File: config.mk
export PLATFORM = sky130hd
export DESIGN_NAME = fp_exception_int_ctrl
export DESIGN_NICKNAME = d
export VERILOG_FILES = /design/src/rtl/fp_exception_int_ctrl.sv
export SDC_FILE = /design/constraint.sdc
export NUM_CORES = 1
export LEC_CHECK = 0
export CORE_ASPECT_RATIO = 0.9
export CORE_UTILIZATION = 35
export DETAILED_ROUTE_END_ITERATION = 7
export PLACE_DENSITY = 0.69
export SLEW_MARGIN = 10
export SYNTH_ARGS = -nofsm -noshare
export SYNTH_HDL_FRONTEND = slang
export SYNTH_SLANG_ARGS = --single-unit
File: constraint.sdc
create_clock -name clk -period 2.2 [get_ports clk]
set_input_delay 0.44 -clock clk [delete_from_list [all_inputs] [get_ports clk]]
set_output_delay 0.44 -clock clk [all_outputs]
set_load 0.01 [all_outputs]
File: src/rtl/fp_exception_int_ctrl.sv
// FPU exception interrupt controller: gathers the six exception flags into pending/sticky state,
// masks and prioritises them, and runs the irq -> ack -> eoi handshake with the machine sequencer.
module fp_exception_int_ctrl #(
  parameter int                     PC_WIDTH      = 32,
  parameter logic [PC_WIDTH-1:0]    VECTOR_BASE   = PC_WIDTH'(32'h0000_0100),
  parameter int                     VECTOR_STRIDE = 4
) (
  input  logic                clk,
  input  logic                interrupt_reset_n,
  input  logic                exc_valid,
  input  logic                SNaN,
  input  logic                QNaN,
  input  logic                div_by_zero,
  input  logic                overflow,
  input  logic                underflow,
  input  logic                inexact,
  input  logic                mask_we,
  input  logic [5:0]          mask_wdata,
  input  logic                status_clr,
  input  logic [5:0]          status_clr_data,
  input  logic                int_ack,
  input  logic                int_eoi,
  output logic                irq,
  output logic [2:0]          irq_cause,
  output logic [PC_WIDTH-1:0] irq_vector,
  output logic                in_service,
  output logic [5:0]          pending,
  output logic [5:0]          sticky_status,
  output logic [5:0]          overrun,
  output logic [5:0]          mask
);

  // Handshake: irq stays high in REQ until int_ack is seen at a rising edge; in_service stays
  // high in SERVICE until int_eoi is seen at a rising edge. Strobes outside those states are ignored.
  typedef enum logic [1:0] {
    IDLE    = 2'd0,
    REQ     = 2'd1,
    SERVICE = 2'd2
  } state_t;

  state_t              state_q;
  logic                irq_q;
  logic                in_service_q;
  logic [2:0]          cause_q;
  logic [PC_WIDTH-1:0] vector_q;
  logic [5:0]          pending_q, pending_d;
  logic [5:0]          sticky_q, sticky_d;
  logic [5:0]          overrun_q, overrun_d;
  logic [5:0]          mask_q, mask_d;

  logic [5:0] flags;
  logic [5:0] set_v;
  logic [5:0] clr_v;
  logic [5:0] ack_clr;
  logic [5:0] eligible;
  logic [2:0] best_code;
  logic       ack_fire;

  function automatic logic [5:0] cause_bit(input logic [2:0] c);
    logic [5:0] top;
    top = 6'b100000;
    return top >> (c - 3'd1);
  endfunction

  function automatic logic [PC_WIDTH-1:0] vec_of(input logic [2:0] c);
    logic [PC_WIDTH-1:0] idx;
    idx = PC_WIDTH'(c) - PC_WIDTH'(1);
    return VECTOR_BASE + idx * PC_WIDTH'(VECTOR_STRIDE);
  endfunction

  assign flags    = {SNaN, QNaN, div_by_zero, overflow, underflow, inexact};
  assign set_v    = exc_valid ? flags : 6'b000000;
  assign clr_v    = status_clr ? status_clr_data : 6'b000000;
  assign ack_fire = (state_q == REQ) && int_ack;
  assign ack_clr  = ack_fire ? cause_bit(cause_q) : 6'b000000;
  assign eligible = pending_q & ~mask_q;

  // A new flag always wins over an ack clear or a status clear landing on the same edge.
  always_comb begin
    pending_d = (pending_q & ~ack_clr) | set_v;
    sticky_d  = (sticky_q & ~clr_v) | set_v;
    overrun_d = (overrun_q & ~clr_v) | (set_v & pending_q & ~ack_clr);
    mask_d    = mask_we ? mask_wdata : mask_q;
  end

  always_comb begin
    best_code = 3'd0;
    for (int i = 0; i < 6; i++) begin
      if (eligible[i]) best_code = 3'(6 - i);
    end
  end

  always_ff @(posedge clk) begin
    if (!interrupt_reset_n) begin
      state_q      <= IDLE;
      irq_q        <= 1'b0;
      in_service_q <= 1'b0;
      cause_q      <= 3'd0;
      vector_q     <= '0;
      pending_q    <= 6'b000000;
      sticky_q     <= 6'b000000;
      overrun_q    <= 6'b000000;
      mask_q       <= 6'b111111;
    end else begin
      pending_q <= pending_d;
      sticky_q  <= sticky_d;
      overrun_q <= overrun_d;
      mask_q    <= mask_d;
      case (state_q)
        IDLE: begin
          if (eligible != 6'b000000) begin
            state_q  <= REQ;
            irq_q    <= 1'b1;
            cause_q  <= best_code;
            vector_q <= vec_of(best_code);
          end
        end
        REQ: begin
          if (int_ack) begin
            state_q      <= SERVICE;
            irq_q        <= 1'b0;
            in_service_q <= 1'b1;
          end
        end
        SERVICE: begin
          if (int_eoi) begin
            state_q      <= IDLE;
            in_service_q <= 1'b0;
            cause_q      <= 3'd0;
            vector_q     <= '0;
          end
        end
        default: begin
          state_q      <= IDLE;
          irq_q        <= 1'b0;
          in_service_q <= 1'b0;
          cause_q      <= 3'd0;
          vector_q     <= '0;
        end
      endcase
    end
  end

  assign irq           = irq_q;
  assign irq_cause     = cause_q;
  assign irq_vector    = vector_q;
  assign in_service    = in_service_q;
  assign pending       = pending_q;
  assign sticky_status = sticky_q;
  assign overrun       = overrun_q;
  assign mask          = mask_q;

endmodule

==> summary.txt <==
diodes inserted = 0
first-pass GRT wire length = 6189 µm
CP endpoint kind = register
Fin Clk Skew = 0.006097 ns
Ys Warns = 0
asr flop ratio synth = 0%
Starting Density = 37.38%
# placed instances = 313
cts bufs inserted = 5
crit path launch type = register
most frequent cell after synthesis = dfxtp_1
Post-CTS Repair Setup Buffers = 0
fillcell total = 453
gr usage total = 16.47%
DR iter-0 viols = 75
top post-synthesis cells by count = dfxtp_1 (36), nand2_1 (33), buf_4 (27)
top cells by area, synth = dfxtp_1 (42%), buf_4 (12%), nand2_1 (7.2%)
run status = finished clean
I/O pin cnt = 86
initial antenna violation count = 0
floorplan row count = 23
largest net degree at the start of global routing = 22
sequential fraction of the synthesis area = 42.14%
CORE AREA = 4576 µm²
TritonRoute pass-1 iters = 4
vias = 1482
hold buffer count at cts = 0
fin cells = 321
static leakage = 0.0009620 µW
Synth top area share = 42.14%
vias per inst = 4.617
Placer Congestion = 0.7724
Final Net Count = 285
Max IR drop VDD = 0.0002720 V
DRC = 0
Post-synth EDFFs = 0
Synth cell types = 38
worst min path class = reg -> reg
global route overflow = 0
Die Span Y = 68.32 µm
Buffers on Ports = 60
WL final = 4076 µm
Cells after Synth = 198
Root Driver = clkbuf_8
setup_tns = 0 ns
Setup CP Type = reg -> reg
Area growth, synth to finish = 38.92%
reg2reg setup slack = 0.38 ns
WP data arrival = 1.98 ns
DIE WIDTH = 75.69 µm
Skew-Pair Late Insertion Delay = 0.29 ns
clock-pin slew on the worst setup and hold paths = 0.07 ns
fin crit share = 82.84%
cts repair resizes = 0
Max Fclk = 0.5487 GHz
DIE AREA = 5171 µm²
Setup-failing EPs final = 0
vias in the first global route = 1307
Hold Vio Cnt, Final = 0
CTS tree = yes
post-layout minimum cycle time = 1.822 ns
HPWL after DPL = 3011 µm
synthesized area = 1710 µm²
Seq cells post-synth = 36
area leader, netlist = dfxtp_1
Pins Over Slew Limit = 0
Power Density = 674.6 nW/µm²
Synth Area per Inst = 8.638 µm²
number of max-cap violations = 0
dominant synthesized flop cell = dfxtp_1
DR WL/cell = 12.70 µm
unrepaired setup endpoints after global routing = false
CP max FO = 4
CTS H-tree depth = 2
clock buffer depth = 2
Req. time, crit path = 2.36 ns
CTS sink count = 36
Routed Antenna Nets = 0
share of layout cells above drive strength 1 = 5.792%
-- cell families after synthesis --
family	share of synthesized area (%)
simple gates	21.51
flops	42.14
mux	5.926
buf+inv	14.04
fa+ha+maj	1.463
compound gates	14.70
other cells	0.2192
-- area by class of cell --
class,instances,area (µm²),share of cell area [%]
inverters,4,15.01,0.6319
well taps,62,77.57,3.265
multi-input cells,149,839.6,35.33
clock inverters,2,35.03,1.474
repair buffers,62,615.6,25.91
clock buffers,6,72.57,3.054
flip-flops and latches,36,720.7,30.33
-- through the flow --
step	cell area, µm²	setup slack [ns]	power [µW]	utilization (%)	hold WS (ns)
floorplan	1800	0.5278	924.2	-	0.4652
global placement	2268	0.4402	1045	49.58	0.4324
detailed placement	2268	0.4300	1046	49.58	0.4383
CTS	2376	0.3980	1617	51.93	0.4548
global route	2376	0.1674	1676	51.93	0.4792
finish	2376	0.3776	1603	51.93	0.4501
-- power breakdown --
group	total (µW)	internal, µW	switching (µW)
registers	729	694	35.0
clock network	569	336	233
logic	305	161	143
-- registers in the layout (all words and copies together), names as in the netlist --
name and flops:
sticky_status 6, pending 6, overrun 6, irq_vector 5, state_q 2, in_service 1
irq_cause 3, irq 1, mask 6
-- placed cells by master (no fill, tap or decap), types with 2 or more instances in the layout --
cell / n
o21ai_0: 4
inv_1: 4
dfxtp_1: 36
buf_4: 2
clkdlybuf4s50_1: 60
conb_1: 25
clkbuf_8: 5
nand2b_1: 6
a21oi_1: 17
ha_1: 2
nor2_1: 8
o21ai_1: 5
nor3b_1: 2
nand2_1: 33
o31ai_1: 5
and3_1: 4
mux2i_1: 9
nand3_1: 7
nor2b_1: 3
-- path summary, 6_finish.rpt --
| kind | startpoint | end | depth (start not counted) |
|---|---|---|---|
| min | irq$_SDFFE_PN0P_ | irq$_SDFFE_PN0P_ | 2 |
| min reg2reg | irq$_SDFFE_PN0P_ | irq$_SDFFE_PN0P_ | 2 |
| max | pending[2]$_SDFF_PN0_ | irq_vector[4]$_SDFFE_PN0P_ | 6 |
| max reg2reg | pending[2]$_SDFF_PN0_ | irq_vector[4]$_SDFFE_PN0P_ | 6 |
-- layer usage --
metal	share of wire [%]	up-vias	track usage, %
met3	7.3	10	5.007
met4	2.3	0	7.407
met5	0	-	0
met1	49	664	21.68
li1	-	747	-
met2	42	61	24.67
-- worst max-delay path, cell delays in order (launching register included) --
cell       delay, ns
dfxtp_1         0.34
nor2b_4         0.14
o311ai_0        0.43
nand2_1         0.12
ha_1            0.25
nor4_1          0.31
a2111oi_2       0.09
Note: power is estimated with default switching activity, not from simulation.
